## src/rtl/muldiv_unit.sv

```systemverilog
// Iterative multiply/divide unit that owns the HI/LO register pair.
// MULT/MULTU use shift-add and DIV/DIVU use restoring division. Both run on magnitudes,
// and a FIXUP cycle restores the result signs.
// MTHI/MTLO complete in a single cycle. busy covers the whole iterative operation.
module muldiv_unit #(
    parameter int unsigned WIDTH          = 32,
    parameter int unsigned BITS_PER_CYCLE = 1
) (
    input  logic             clk,
    input  logic             reset_n,
    input  logic             start,
    input  logic [4:0]       alucontrol,
    input  logic             flush,
    input  logic [WIDTH-1:0] src_a,
    input  logic [WIDTH-1:0] src_b,
    output logic             busy,
    output logic             done,
    output logic [WIDTH-1:0] hi,
    output logic [WIDTH-1:0] lo
);

    localparam int unsigned ITER = WIDTH / BITS_PER_CYCLE;
    localparam int unsigned CNTW = (ITER > 1) ? $clog2(ITER) : 1;
    localparam logic [CNTW-1:0] CNT_LAST = CNTW'(ITER - 1);

    localparam logic [4:0] OP_MULTU = 5'b00111;
    localparam logic [4:0] OP_MULT  = 5'b01000;
    localparam logic [4:0] OP_DIV   = 5'b01111;
    localparam logic [4:0] OP_DIVU  = 5'b10000;
    localparam logic [4:0] OP_MTHI  = 5'b10001;
    localparam logic [4:0] OP_MTLO  = 5'b10010;

    typedef enum logic [1:0] {StIdle, StRun, StFixup} state_e;

    state_e             state_q, state_d;
    logic [2*WIDTH-1:0] acc_q, acc_d;
    logic [WIDTH-1:0]   a_q, a_d;       // |multiplicand| for mul, raw dividend for div
    logic [WIDTH-1:0]   b_q, b_d;
    logic [CNTW-1:0]    cnt_q, cnt_d;
    logic               is_div_q, is_div_d;
    logic               neg_q, neg_d;   // negate product / quotient
    logic               rem_neg_q, rem_neg_d;
    logic [WIDTH-1:0]   hi_q, hi_d;
    logic [WIDTH-1:0]   lo_q, lo_d;
    logic               done_q, done_d;

    logic               op_mul, op_div, op_signed;
    logic [WIDTH-1:0]   abs_a, abs_b;
    logic [2*WIDTH-1:0] acc_step;
    logic [WIDTH:0]     sum, tmp, diff;
    logic [2*WIDTH-1:0] prod_fix;
    logic [WIDTH-1:0]   quo_fix, rem_fix;

    assign op_mul    = (alucontrol == OP_MULTU) || (alucontrol == OP_MULT);
    assign op_div    = (alucontrol == OP_DIV) || (alucontrol == OP_DIVU);
    assign op_signed = (alucontrol == OP_MULT) || (alucontrol == OP_DIV);
    assign abs_a     = (op_signed && src_a[WIDTH-1]) ? -src_a : src_a;
    assign abs_b     = (op_signed && src_b[WIDTH-1]) ? -src_b : src_b;

    // One RUN iteration: BITS_PER_CYCLE shift-add or restoring-divide sub-steps
    always_comb begin
        acc_step = acc_q;
        sum      = '0;
        tmp      = '0;
        diff     = '0;
        for (int unsigned k = 0; k < BITS_PER_CYCLE; k++) begin
            if (is_div_q) begin
                // acc = {remainder, dividend bits still to shift in / quotient bits}
                tmp  = acc_step[2*WIDTH-1:WIDTH-1];
                diff = tmp - {1'b0, b_q};
                if (!diff[WIDTH]) begin
                    acc_step = {diff[WIDTH-1:0], acc_step[WIDTH-2:0], 1'b1};
                end else begin
                    acc_step = {tmp[WIDTH-1:0], acc_step[WIDTH-2:0], 1'b0};
                end
            end else begin
                // acc = {partial product, multiplier bits not yet consumed}
                sum = {1'b0, acc_step[2*WIDTH-1:WIDTH]}
                    + (acc_step[0] ? {1'b0, a_q} : {(WIDTH+1){1'b0}});
                acc_step = {sum, acc_step[WIDTH-1:1]};
            end
        end
    end

    // Sign restoration applied on the closing FIXUP edge
    always_comb begin
        prod_fix = neg_q ? -acc_q : acc_q;
        quo_fix  = neg_q ? -acc_q[WIDTH-1:0] : acc_q[WIDTH-1:0];
        rem_fix  = rem_neg_q ? -acc_q[2*WIDTH-1:WIDTH] : acc_q[2*WIDTH-1:WIDTH];
    end

    // Next-state and datapath control
    always_comb begin
        state_d   = state_q;
        acc_d     = acc_q;
        a_d       = a_q;
        b_d       = b_q;
        cnt_d     = cnt_q;
        is_div_d  = is_div_q;
        neg_d     = neg_q;
        rem_neg_d = rem_neg_q;
        hi_d      = hi_q;
        lo_d      = lo_q;
        done_d    = 1'b0;
        unique case (state_q)
            StIdle: begin
                // flush also blocks a same-cycle start, including MTHI/MTLO
                if (start && !flush) begin
                    if (op_mul || op_div) begin
                        a_d       = op_div ? src_a : abs_a;
                        b_d       = abs_b;
                        acc_d     = {{WIDTH{1'b0}}, (op_div ? abs_a : abs_b)};
                        cnt_d     = '0;
                        is_div_d  = op_div;
                        neg_d     = op_signed && (src_a[WIDTH-1] ^ src_b[WIDTH-1]);
                        rem_neg_d = op_signed && src_a[WIDTH-1];
                        state_d   = StRun;
                    end else if (alucontrol == OP_MTHI) begin
                        hi_d = src_a;
                    end else if (alucontrol == OP_MTLO) begin
                        lo_d = src_a;
                    end
                end
            end
            StRun: begin
                if (flush) begin
                    state_d = StIdle;
                end else begin
                    acc_d = acc_step;
                    cnt_d = cnt_q + CNTW'(1);
                    if (cnt_q == CNT_LAST) begin
                        cnt_d   = '0;
                        state_d = StFixup;
                    end
                end
            end
            StFixup: begin
                state_d = StIdle;
                if (!flush) begin
                    done_d = 1'b1;
                    if (!is_div_q) begin
                        {hi_d, lo_d} = prod_fix;
                    end else if (b_q == '0) begin
                        hi_d = a_q;
                        lo_d = '1;
                    end else begin
                        hi_d = rem_fix;
                        lo_d = quo_fix;
                    end
                end
            end
            default: state_d = StIdle;
        endcase
    end

    // State and datapath registers
    always_ff @(posedge clk or negedge reset_n) begin
        if (!reset_n) begin
            state_q   <= StIdle;
            acc_q     <= '0;
            a_q       <= '0;
            b_q       <= '0;
            cnt_q     <= '0;
            is_div_q  <= 1'b0;
            neg_q     <= 1'b0;
            rem_neg_q <= 1'b0;
            hi_q      <= '0;
            lo_q      <= '0;
            done_q    <= 1'b0;
        end else begin
            state_q   <= state_d;
            acc_q     <= acc_d;
            a_q       <= a_d;
            b_q       <= b_d;
            cnt_q     <= cnt_d;
            is_div_q  <= is_div_d;
            neg_q     <= neg_d;
            rem_neg_q <= rem_neg_d;
            hi_q      <= hi_d;
            lo_q      <= lo_d;
            done_q    <= done_d;
        end
    end

    assign busy = (state_q != StIdle);
    assign done = done_q;
    assign hi   = hi_q;
    assign lo   = lo_q;

endmodule
```

## config.mk

```make
export PLATFORM = sky130hd
export DESIGN_NAME = muldiv_unit
export DESIGN_NICKNAME = d
export VERILOG_FILES = /design/src/rtl/muldiv_unit.sv
export SDC_FILE = /design/constraint.sdc
export NUM_CORES = 1
export LEC_CHECK = 0
export CORE_MARGIN = 10
export CORE_UTILIZATION = 60
export DETAILED_ROUTE_END_ITERATION = 8
export DONT_BUFFER_PORTS = 1
export PLACE_DENSITY = 0.8
export RECOVER_POWER = 50
export SYNTH_ARGS = -nofsm -noshare
export SYNTH_HDL_FRONTEND = slang
export SYNTH_SLANG_ARGS = --single-unit
```

## constraint.sdc

```tcl
create_clock -name clk -period 3.3 [get_ports clk]
set_clock_uncertainty 0.15 [all_clocks]
set_input_delay 0.495 -clock clk [delete_from_list [all_inputs] [get_ports clk]]
set_output_delay 0.495 -clock clk [all_outputs]
set_load 0.02 [all_outputs]
```

==> results.md <==
* Outcome: finished, violations left
* Violated checks: hold timing
* Int Power at 9.38 mW
* Core ar. at 0.0285 sq mm
* Comb power frac at 59.3%
* Ratio of cells with drive above 1 in the final layout at 15.1%
* Area grow syn2layout at 17.1%
* CTS Buf Count at 24
* RSZ-0062 raised after global routing: yes
* First-pass GRT wire length at 102 mm
* Clock period minus worst slack at between 3 and 4 ns
* Sw Share at between 40 and 50%
* Finished Layout Cells at between 2000 and 3000
* Net count, final at 2521
* Clk buf depth at 3
* Setup CP Type: register to register
* Initial antenna violation count at 1
* Worst path depth at 13
* WP data arrival at 3.52 ns
* Die area at approximately 0.036 sq mm
* Std cell rows at 62
* Slew HR at 37.7%
* Initial core utilization at around three fifths
* Distinct cells, synth at 73
* Synthesized flop and latch total at just over 200
* Net Sw Power at 8.01 mW
* Worst-path cell chain: buf_12, and2_1, ha_1, a2111oi_2, o21ai_1, nand2_1, nand2_1, a221o_1, a31o_2, a21oi_2, o21ai_2, xor2_1, a221o_1
* Critical Path Source: acc_q[0]
* CTS HTree Levels at 1
* Post-Syn Nets at 2423
* Pins Over Slew Limit at 0
* Reg power frac at 24.7%
* Post-synth EDFFs at 0
* Final hold vios at approximately 200
* 1st-pass router iterations at 6
* DRC viols at 0
* Place WS at -0.186 ns
* Setup ws final at around 0.043 ns
* Worst-Margin Slew at 0.934 ns
* Design Power at 17.4 mW
* HP Class: primary input to asynchronous set/reset pin
* Critical Path Sink: acc_q[60]
* RR Endpoint: acc_q[60]
* Synth Flop Type: dfrtp_1
* DR WL/cell at 24.4 um
* Initial detailed-routing violation count at ~2000
* Reg2Reg Depth at 13
* Final Cell Area at 0.0202 sq mm
* Critical Path RT at about 3.6 ns
* Reg2Reg Setup Slack at between 0.04 and 0.05 ns
* Skew-Pair Late Insertion Delay at around 0.55 ns
* CTS Sinks at 203
* Gate Count Post-Synth at 2278
* Hpwl dp at 51.1 mm
* Top delay family on crit path: compound AO/OA/AOI/OAI gates
* Reg-to-Reg Start: acc_q[0]
* Power density over the cells at between 800 and 900 mW/mm^2
* Chip Width at 190 um
* Worst hold slack at -0.485 ns
* Port bufs at 0
* Most area-consuming cells after synthesis: dfrtp_1 29%, o21ai_0 8.4%, nand2_1 7.0%, xnor2_1 6.5%, ha_1 5.1%
* Worst-path maximum fanout at 16
* CTS tree: yes
* Startpoint Class: register
* Gpl congestion at 1.02
* FMAX at ~310 MHz
* Most common cell in the netlist: nand2_1
* Share of the synthesized area in the top cell type at 29.5%
* Static leakage at about 9 nW
* Peak VDD IR at 0.506 mV
* Post-synthesis sequential area ratio at between 20% and 30%
* Synth warn at 0
* Clk pwr share at 16.0%
* Mapped Area at 0.0172 sq mm
* Die height at 190 um
* Worst path slowest cell: dfrtp_2
* Crit path capture type: register
* Post-synth top cells: 322 x nand2_1, 288 x o21ai_0, 203 x dfrtp_1, 191 x nor2_1, 174 x a21oi_1
* Total wire length at 67.9 mm
* Post-synth ARST share at 100%
* Tot GR Track Use at 35.9%
* Vias/cell at 6.62
* Area leader, netlist: dfrtp_1
* Bufs and invs on worst path at 1
* Setup violations, final at 0
* Clk root buf: clkbuf_16
* Period utilisation layout at 98.7%
* Via count at 18412
* Num ports at ~140
* Grt ovf at 0
* Antenna viol nets, final at 0
* Vias in the first global route at 17758
* Critical path's largest stage delay at between 0.4 and 0.5 ns
* Post-CTS Hold Buffers at 10
* Largest net degree at the start of global routing at 204
* Post-synthesis average cell area at ~7.6 sq um
* Max-Cap Viols at 0
* CTS clock-pin slew for the worst setup and hold paths at 0.07 ns
* Post-layout util at a little over two thirds
* Post-placement cell count at 2715
* Area post-placement at 0.0189 sq mm
-- sequential cells by signal, indices dropped and copies added (netlist names), 2 cells and up --
register and flops:
hi 32, b_q 32, lo 32, a_q 32, acc_q 64, state_q 2
cnt_q 5
-- power groups by stage --
stage          registers [mW]  logic, mW  clock network [mW]
4_1_cts                  4.25       9.63                2.77
3_5_place_dp             4.28       9.43                   0
5_1_grt                  4.34       11.2                2.86
2_1_floorplan            3.97       6.43                   0
3_3_place_gp             4.26       9.25                   0
6_report                 4.29       10.3                2.78
-- stage by stage --
step                      setup TNS (ns)  hold WS [ns]
after floorplan                        0        0.0494
after global placement            -0.424        0.0633
after detailed placement           -1.32        0.0662
after CTS                              0        -0.489
after global routing              -0.486        -0.488
final                                  0        -0.485
-- layer usage --
layer,GRT usage [%],vias up,wire length [um]
li1,-,8306,-
met2,58.8,1049,31300
met1,42.6,8775,25400
met3,6.98,282,6170
met5,0,-,0
met4,22.8,0,5090
-- logic make-up after synthesis --
| logic type | synth area share [%] |
|---|---|
| AOI/OAI and AO/OA | 25.3 |
| xor gates and xnor gates | 10.9 |
| adders and majority gates | 5.31 |
| buffers and inverters | 5.11 |
| DFF | 29.5 |
| muxes | 3.45 |
| and+or+nand+nor | 20.5 |
-- cells in the final DEF, fill, tap and decap left out, types with 30 or more instances in the layout --
master / synthesis / layout
ha_1: 70 / 67
dfrtp_1: 203 / 200
a21oi_1: 174 / 164
and2_1: 37 / 37
inv_1: 59 / 58
o21ai_0: 288 / 273
xor2_1: 86 / 86
mux2i_1: 55 / 55
a21o_1: 35 / 34
o211ai_1: 30 / 30
buf_4: 0 / 225
nor3_1: 36 / 35
xnor2_1: 128 / 128
nand2_1: 322 / 320
nor2_1: 191 / 188
o22ai_1: 33 / 33
-- layout make-up --
class,count,area (sq um)
antenna,2,5.00
clock buffer,31,647
clock inverter,13,164
fill,2369,8350
inverter,60,225
multi-input combinational,1845,11700
sequential,203,5090
tap,384,480
timing repair buffer,242,1910
-- timing repair --
action	in CTS	in global routing
pin swaps	4	23
endpoints found under the hold margin	214	203
gates resized for setup	15	64
buffers inserted	3	4
endpoints found under the setup margin	36	46
cloned	0	2
-- worst min-delay path by stage --
stage                 start   endpoint  slack [ns]  depth (start not counted)
global placement    reset_n  acc_q[58]        0.06                          0
floorplan           reset_n     a_q[0]        0.05                          0
global route        reset_n  acc_q[63]       -0.49                          0
finish              reset_n  acc_q[63]       -0.48                          0
CTS                 reset_n     hi[26]       -0.49                          0
detailed placement  reset_n  acc_q[57]        0.07                          0
Note: power is estimated with default switching activity, not from simulation.
